[src/rtl/muldiv_pkg.sv]
// Shared types and constants for the sequential multiply/divide/modulo unit.
package muldiv_pkg;

    // Operation select as presented on the mode port.
    typedef enum logic [1:0] {
        MD_DIV  = 2'd0,
        MD_MOD  = 2'd1,
        MD_MUL  = 2'd2,
        MD_RSVD = 2'd3
    } mode_e;

    // Control states of the unit.
    typedef enum logic [1:0] {
        ST_IDLE = 2'd0,
        ST_CALC = 2'd1,
        ST_DONE = 2'd2
    } state_e;

    // Quotient returned on divide-by-zero: all ones, sliced to the operand width.
    // Supports WIDTH up to DBZ_MAX_W.
    localparam int unsigned          DBZ_MAX_W = 64;
    localparam logic [DBZ_MAX_W-1:0] DBZ_QUOT  = '1;

endpackage

[src/rtl/muldiv_pow2_detect.sv]
// Combinational classifier for operand B: zero, exact power of two, and the
// bit position of the single set bit (shift amount for the fast path).
module muldiv_pow2_detect
    import muldiv_pkg::*;
#(
    parameter  int unsigned WIDTH = 8,
    localparam int unsigned SH_W  = $clog2(WIDTH)
) (
    input  logic [WIDTH-1:0] b,
    output logic             is_zero,
    output logic             is_pow2,
    output logic [SH_W-1:0]  shamt
);

    logic [WIDTH-1:0] w_bm1;

    assign w_bm1   = b - WIDTH'(1);
    assign is_zero = (b == '0);
    assign is_pow2 = !is_zero && ((b & w_bm1) == '0);

    // Position of the highest set bit; equals k when b == 2^k.
    always_comb begin
        shamt = '0;
        for (int unsigned i = 0; i < WIDTH; i++) begin
            if (b[i]) shamt = SH_W'(i);
        end
    end

endmodule

[src/rtl/seq_muldivmod.sv]
// Multi-cycle unsigned divide / modulo / multiply with valid/ready handshakes.
// Zero, power-of-two B and the reserved mode complete in one cycle; all other
// operations iterate one bit per cycle for WIDTH cycles.
module seq_muldivmod
    import muldiv_pkg::*;
#(
    parameter  int unsigned WIDTH = 8,
    localparam int unsigned CNT_W = $clog2(WIDTH) + 1
) (
    input  logic             clk,
    input  logic             rst_n,
    input  logic             in_valid,
    output logic             in_ready,
    input  logic [1:0]       mode,
    input  logic [WIDTH-1:0] a,
    input  logic [WIDTH-1:0] b,
    output logic             out_valid,
    input  logic             out_ready,
    output logic [WIDTH-1:0] y,
    output logic             dbz
);

    localparam int unsigned SH_W = $clog2(WIDTH);

    state_e           r_state, w_state_nxt;
    mode_e            r_mode;
    logic [WIDTH-1:0] r_a;      // dividend shifting out / quotient shifting in; multiplicand for mul
    logic [WIDTH-1:0] r_b;      // divisor (constant) or multiplier (shifting right)
    logic [WIDTH-1:0] r_rem;    // partial remainder
    logic [WIDTH-1:0] r_acc;    // partial product
    logic [WIDTH-1:0] r_y;
    logic             r_dbz;
    logic [CNT_W-1:0] r_cnt;

    mode_e            w_mode_in;
    logic             w_is_zero, w_is_pow2;
    logic [SH_W-1:0]  w_shamt;
    logic             w_fast, w_accept, w_last;
    logic [WIDTH-1:0] w_mask, w_fast_y;
    logic             w_fast_dbz;
    logic [WIDTH:0]   w_trial, w_diff;
    logic             w_ge;
    logic [WIDTH-1:0] w_a_nxt, w_b_nxt, w_rem_nxt, w_acc_nxt, w_res;

    muldiv_pow2_detect #(.WIDTH(WIDTH)) u_pow2 (
        .b       (b),
        .is_zero (w_is_zero),
        .is_pow2 (w_is_pow2),
        .shamt   (w_shamt)
    );

    assign w_mode_in = mode_e'(mode);
    assign w_fast    = w_is_zero || w_is_pow2 || (w_mode_in == MD_RSVD);
    assign w_accept  = in_valid && in_ready;
    assign w_last    = (r_cnt == CNT_W'(WIDTH - 1));
    assign y         = r_y;
    assign dbz       = r_dbz;

    // State register.
    always_ff @(posedge clk or negedge rst_n) begin
        if (!rst_n) r_state <= ST_IDLE;
        else        r_state <= w_state_nxt;
    end

    // Next-state and handshake outputs.
    always_comb begin
        w_state_nxt = r_state;
        in_ready    = 1'b0;
        out_valid   = 1'b0;
        unique case (r_state)
            ST_IDLE: begin
                in_ready = 1'b1;
                if (in_valid) w_state_nxt = w_fast ? ST_DONE : ST_CALC;
            end
            ST_CALC: begin
                if (w_last) w_state_nxt = ST_DONE;
            end
            ST_DONE: begin
                out_valid = 1'b1;
                if (out_ready) w_state_nxt = ST_IDLE;
            end
            default: w_state_nxt = ST_IDLE;
        endcase
    end

    // Single-cycle result for B == 0, B == 2^k and the reserved mode.
    always_comb begin
        w_fast_y   = '0;
        w_fast_dbz = 1'b0;
        w_mask     = (WIDTH'(1) << w_shamt) - WIDTH'(1);
        if (w_mode_in != MD_RSVD) begin
            if (w_is_zero) begin
                unique case (w_mode_in)
                    MD_DIV: begin w_fast_y = DBZ_QUOT[WIDTH-1:0]; w_fast_dbz = 1'b1; end
                    MD_MOD: begin w_fast_y = a;                   w_fast_dbz = 1'b1; end
                    default: w_fast_y = '0;
                endcase
            end else begin
                unique case (w_mode_in)
                    MD_DIV:  w_fast_y = a >> w_shamt;
                    MD_MOD:  w_fast_y = a & w_mask;
                    default: w_fast_y = a << w_shamt;
                endcase
            end
        end
    end

    // One iteration step: restoring divide (MSB first) or shift-add multiply.
    always_comb begin
        w_trial   = {r_rem, r_a[WIDTH-1]};
        w_diff    = w_trial - {1'b0, r_b};
        w_ge      = !w_diff[WIDTH];
        w_a_nxt   = r_a;
        w_b_nxt   = r_b;
        w_rem_nxt = r_rem;
        w_acc_nxt = r_acc;
        if (r_mode == MD_MUL) begin
            if (r_b[0]) w_acc_nxt = r_acc + r_a;
            w_a_nxt = r_a << 1;
            w_b_nxt = r_b >> 1;
        end else begin
            w_rem_nxt = w_ge ? w_diff[WIDTH-1:0] : w_trial[WIDTH-1:0];
            // quotient bits enter at the LSB as dividend bits leave the MSB
            w_a_nxt   = {r_a[WIDTH-2:0], w_ge};
        end
        w_res = w_acc_nxt;
        if (r_mode == MD_DIV)      w_res = w_a_nxt;
        else if (r_mode == MD_MOD) w_res = w_rem_nxt;
    end

    // Operand capture, iteration registers and registered result.
    always_ff @(posedge clk or negedge rst_n) begin
        if (!rst_n) begin
            r_mode <= MD_DIV;
            r_a    <= '0;
            r_b    <= '0;
            r_rem  <= '0;
            r_acc  <= '0;
            r_cnt  <= '0;
            r_y    <= '0;
            r_dbz  <= 1'b0;
        end else if (w_accept) begin
            r_mode <= w_mode_in;
            r_a    <= a;
            r_b    <= b;
            r_rem  <= '0;
            r_acc  <= '0;
            r_cnt  <= '0;
            if (w_fast) begin
                r_y   <= w_fast_y;
                r_dbz <= w_fast_dbz;
            end
        end else if (r_state == ST_CALC) begin
            r_cnt <= r_cnt + CNT_W'(1);
            r_a   <= w_a_nxt;
            r_b   <= w_b_nxt;
            r_rem <= w_rem_nxt;
            r_acc <= w_acc_nxt;
            if (w_last) begin
                r_y   <= w_res;
                r_dbz <= 1'b0;
            end
        end
    end

endmodule

[config.mk]
export PLATFORM = sky130hd
export DESIGN_NAME = seq_muldivmod
export DESIGN_NICKNAME = d
export VERILOG_FILES = /design/src/rtl/muldiv_pkg.sv /design/src/rtl/muldiv_pow2_detect.sv /design/src/rtl/seq_muldivmod.sv
export SDC_FILE = /design/constraint.sdc
export NUM_CORES = 1
export LEC_CHECK = 0
export BUFFER_PORTS_ARGS = -buffer_cell sky130_fd_sc_hd__buf_2
export CORE_ASPECT_RATIO = 0.9
export CORE_UTILIZATION = 61
export CTS_CLUSTER_SIZE = 12
export DETAILED_ROUTE_END_ITERATION = 6
export GPL_ROUTABILITY_DRIVEN = 0
export HOLD_SLACK_MARGIN = 0.12
export PLACE_DENSITY = 0.85
export SETUP_SLACK_MARGIN = 0.15
export SYNTH_ARGS = -nofsm -noshare
export SYNTH_HDL_FRONTEND = slang
export SYNTH_SLANG_ARGS = --single-unit
[constraint.sdc]
create_clock -name clk -period 3.27 [get_ports clk]
set_input_delay 0.654 -clock clk [delete_from_list [all_inputs] [get_ports clk]]
set_output_delay 0.654 -clock clk [all_outputs]
set_load 0.02 [all_outputs]
==> impl_metrics.tcl <==
set metrics [dict create \
    yosysWarnings 0 \
    intPower_mw 1.97 \
    rsz0062_at_grt "yes" \
    status "finished, final reports clean" \
    fp.dieH_microns 79.2 \
    clk_pin_slew_ns 0.10 \
    vdd_ir_drop_max_mv 0.494 \
    seq_power_share 0.281 \
    critPathMaxFanout 5 \
    die-width_microns 87.8 \
    synth_area_sq_um 4040 \
    critPathRequiredTime_ns 3.45 \
    power.share.clock 0.098 \
    yosysSeqAreaShare 0.304 \
    num_vias 4209 \
    fin_crit_ns 3.14 \
    initial_core_util 0.646 \
    drv_cap 0 \
    yosys.area.top_type "dfrtp_1" \
    synthTopCellsByCount "nand2_1, dfrtp_1, nor2_1" \
    num_antenna_cells 0 \
    switching_power_mw 1.95 \
    timing.final.crit_share 0.960 \
    routedWlPerCell_microns 20.0 \
    clkSinkCount 49 \
    cts_max_path_buffers 2 \
    ys.flop_type "dfrtp_1" \
    syn_area_per_cell_sq_um 8.09 \
    synth_edf_count 0 \
    power.leakage_nw 2.07 \
    grt_use_total 0.359 \
    grt_pass1_wl_microns 19000 \
    yosysUniqueCellTypes 68 \
    grt_pass1_vias 3805 \
    numCtsBuffers 5 \
    portBuffers 32 \
    final_hold_viol_count 0 \
    finClkSkew_ns 0.0109 \
    setup_viol 0 \
    netlist.area_leader.share 0.304 \
    die-area_sq_um 6950 \
    cp-end-kind "flop" \
    async_reset_ff_frac 1.00 \
    clock_latency_ns 0.32 \
    critPathLaunchType "flop" \
    root_buffer "clkbuf_8" \
    grt-ovfl-total 0 \
    drv_slew 0 \
    arrival_ns 3.33 \
    avgViaCountPerCell 6.82 \
    fin_util 0.722 \
    io_pins 33 \
    hp-class "reg -> reg" \
    relSlewSlack 0.263 \
    crit_type "reg -> reg" \
    ant_nets 0 \
    worst_pin_slew_ns 1.11 \
    p_per_area_nw_per_um2 868 \
    place_hpwl_microns 8710 \
    synth_fp_nets 540 \
    p_sw_frac 0.497 \
    antenna_found_initial 0 \
    core-area_sq_um 6250 \
    hold_buffers 0 \
    ys_seq_elements 49 \
    comb_power_share 0.621 \
    fin_setup_tns_ns 0 \
    netlist_instances 499 \
    grt_max_degree 50 \
    ctsHtreeMaxLevel 2 \
    fp-row-count 27 \
    drt-initial-drc-count 471 \
    dr.pass1.iters 7 \
    cts_tree "built" \
    synth_most_common_cell "nand2_1" \
    max_freq_mhz 318 \
    area_growth_pct 11.8 \
    wl_microns 12400 \
    final_nets 570 \
    synth_area_leaders "dfrtp_1, nand2_1, ha_1, mux2i_1, o21ai_0" \
    drive_gt1_frac 0.179 \
    drc 0 \
]
==> layout make-up <==
type                            instances  area (sq um)
Clock buffer                            5          68.8
Clock inverter                          3          25.0
Fill cell                             484          1740
Inverter                               17          63.8
Multi-Input combinational cell        402          2700
Sequential cell                        49          1230
Tap cell                               87           109
Timing Repair Buffer                   54           327
==> flip-flops by register name, indices dropped and copies added, names as in the netlist <==
signal and count:
r_a 8, r_acc 8, r_b 8, r_rem 8, y 8, r_cnt 4, r_mode 2, r_state 2
dbz 1
==> power groups by stage <==
stage	clock network (mW)	registers, mW	logic, mW
floorplan	0	1.05	1.54
CTS	0.385	1.08	2.16
detailed placement	0	1.08	2.10
finish	0.384	1.10	2.44
global route	0.403	1.12	2.66
global placement	0	1.07	2.02
==> layout by cell type, fill, tap and decap left out, drive strengths merged, types with 3 or more instances in the layout <==
master,Yosys,routed
a211oi,10,10
a21o,10,10
a21oi,29,29
a221oi,4,4
a22o,7,7
a22oi,8,8
a31oi,4,4
and2,3,3
and3,3,3
buf,12,54
clkbuf,19,5
dfrtp,49,49
ha,17,17
inv,17,18
mux2,4,4
mux2i,21,21
nand2,78,78
nand2b,7,7
nand3,14,14
nand4,3,3
nor2,47,47
nor2b,5,5
nor3,9,9
nor4,4,4
o2111ai,4,4
o211ai,4,4
o21ai,41,41
o21bai,3,3
o221ai,3,3
o22ai,6,6
o31ai,5,5
or2,6,6
xnor2,7,7
xor2,7,7
==> critical path, stage by stage (launching register included) <==
cell      delay, ns
dfrtp_1        0.44
inv_2          0.11
ha_4           0.14
inv_2          0.04
fa_2           0.36
a21o_1         0.22
a221oi_2       0.36
a21oi_2        0.12
xnor2_2        0.22
buf_6          0.18
mux2i_1        0.30
a21oi_1        0.13
a221oi_2       0.27
nand2_1        0.10
==> through the flow <==
step | power (mW) | hold WS [ns] | instances | worst slack (ns) | instance area, sq um
after global placement | 3.09 | 0.465 | 603 | 0.286 | 4280
final | 3.92 | 0.492 | 617 | 0.130 | 4510
after global routing | 4.18 | 0.523 | 617 | 0.0189 | 4510
after CTS | 3.62 | 0.489 | 611 | 0.156 | 4400
after floorplan | 2.59 | 0.358 | 499 | 0.346 | 4040
after detailed placement | 3.19 | 0.460 | 603 | 0.131 | 4280
==> final timing paths <==
| path | slack (ns) | from | depth (start not counted) | to |
|---|---|---|---|---|
| worst max register to register | 0.13 | r_a[7] | 13 | y[1] |
| worst max-delay path | 0.13 | r_a[7] | 13 | y[1] |
| worst min register to register | 0.49 | dbz | 1 | dbz |
| max in group asynchronous | 2.06 | rst_n | 1 | r_acc[4] |
| worst min-delay path | 0.49 | dbz | 1 | dbz |
| min in group asynchronous | 0.52 | rst_n | 1 | r_b[3] |
==> kinds of logic (layout without fill, tap and decap cells) <==
logic type / count (synthesis) / after routing / share of synthesized area
AO/OA/AOI/OAI: 153 / 153 / 0.257
XOR/XNOR: 14 / 14 / 0.0322
adder cells (fa/ha/maj): 21 / 21 / 0.0678
buffers and inverters: 48 / 79 / 0.0517
flip-flops: 49 / 49 / 0.304
multiplexers: 27 / 27 / 0.0743
AND/OR/NAND/NOR: 187 / 187 / 0.213
==> what timing repair did <==
| item | in CTS | in global routing |
|---|---|---|
| resized for setup | 4 | 15 |
| gates cloned | 0 | 1 |
| pin swaps | 1 | 10 |
| setup buffers | 0 | 5 |
| setup endpoints to repair | 2 | 7 |
==> per-layer routing <==
layer | GRT usage | vias up | wire, microns
li1 | - | 1877 | -
met1 | 0.510 | 1949 | 4870
met2 | 0.543 | 319 | 5550
met3 | 0.0790 | 64 | 1470
met4 | 0.113 | 0 | 486
met5 | 0 | - | 0
Power figures use the tool's default switching activity.
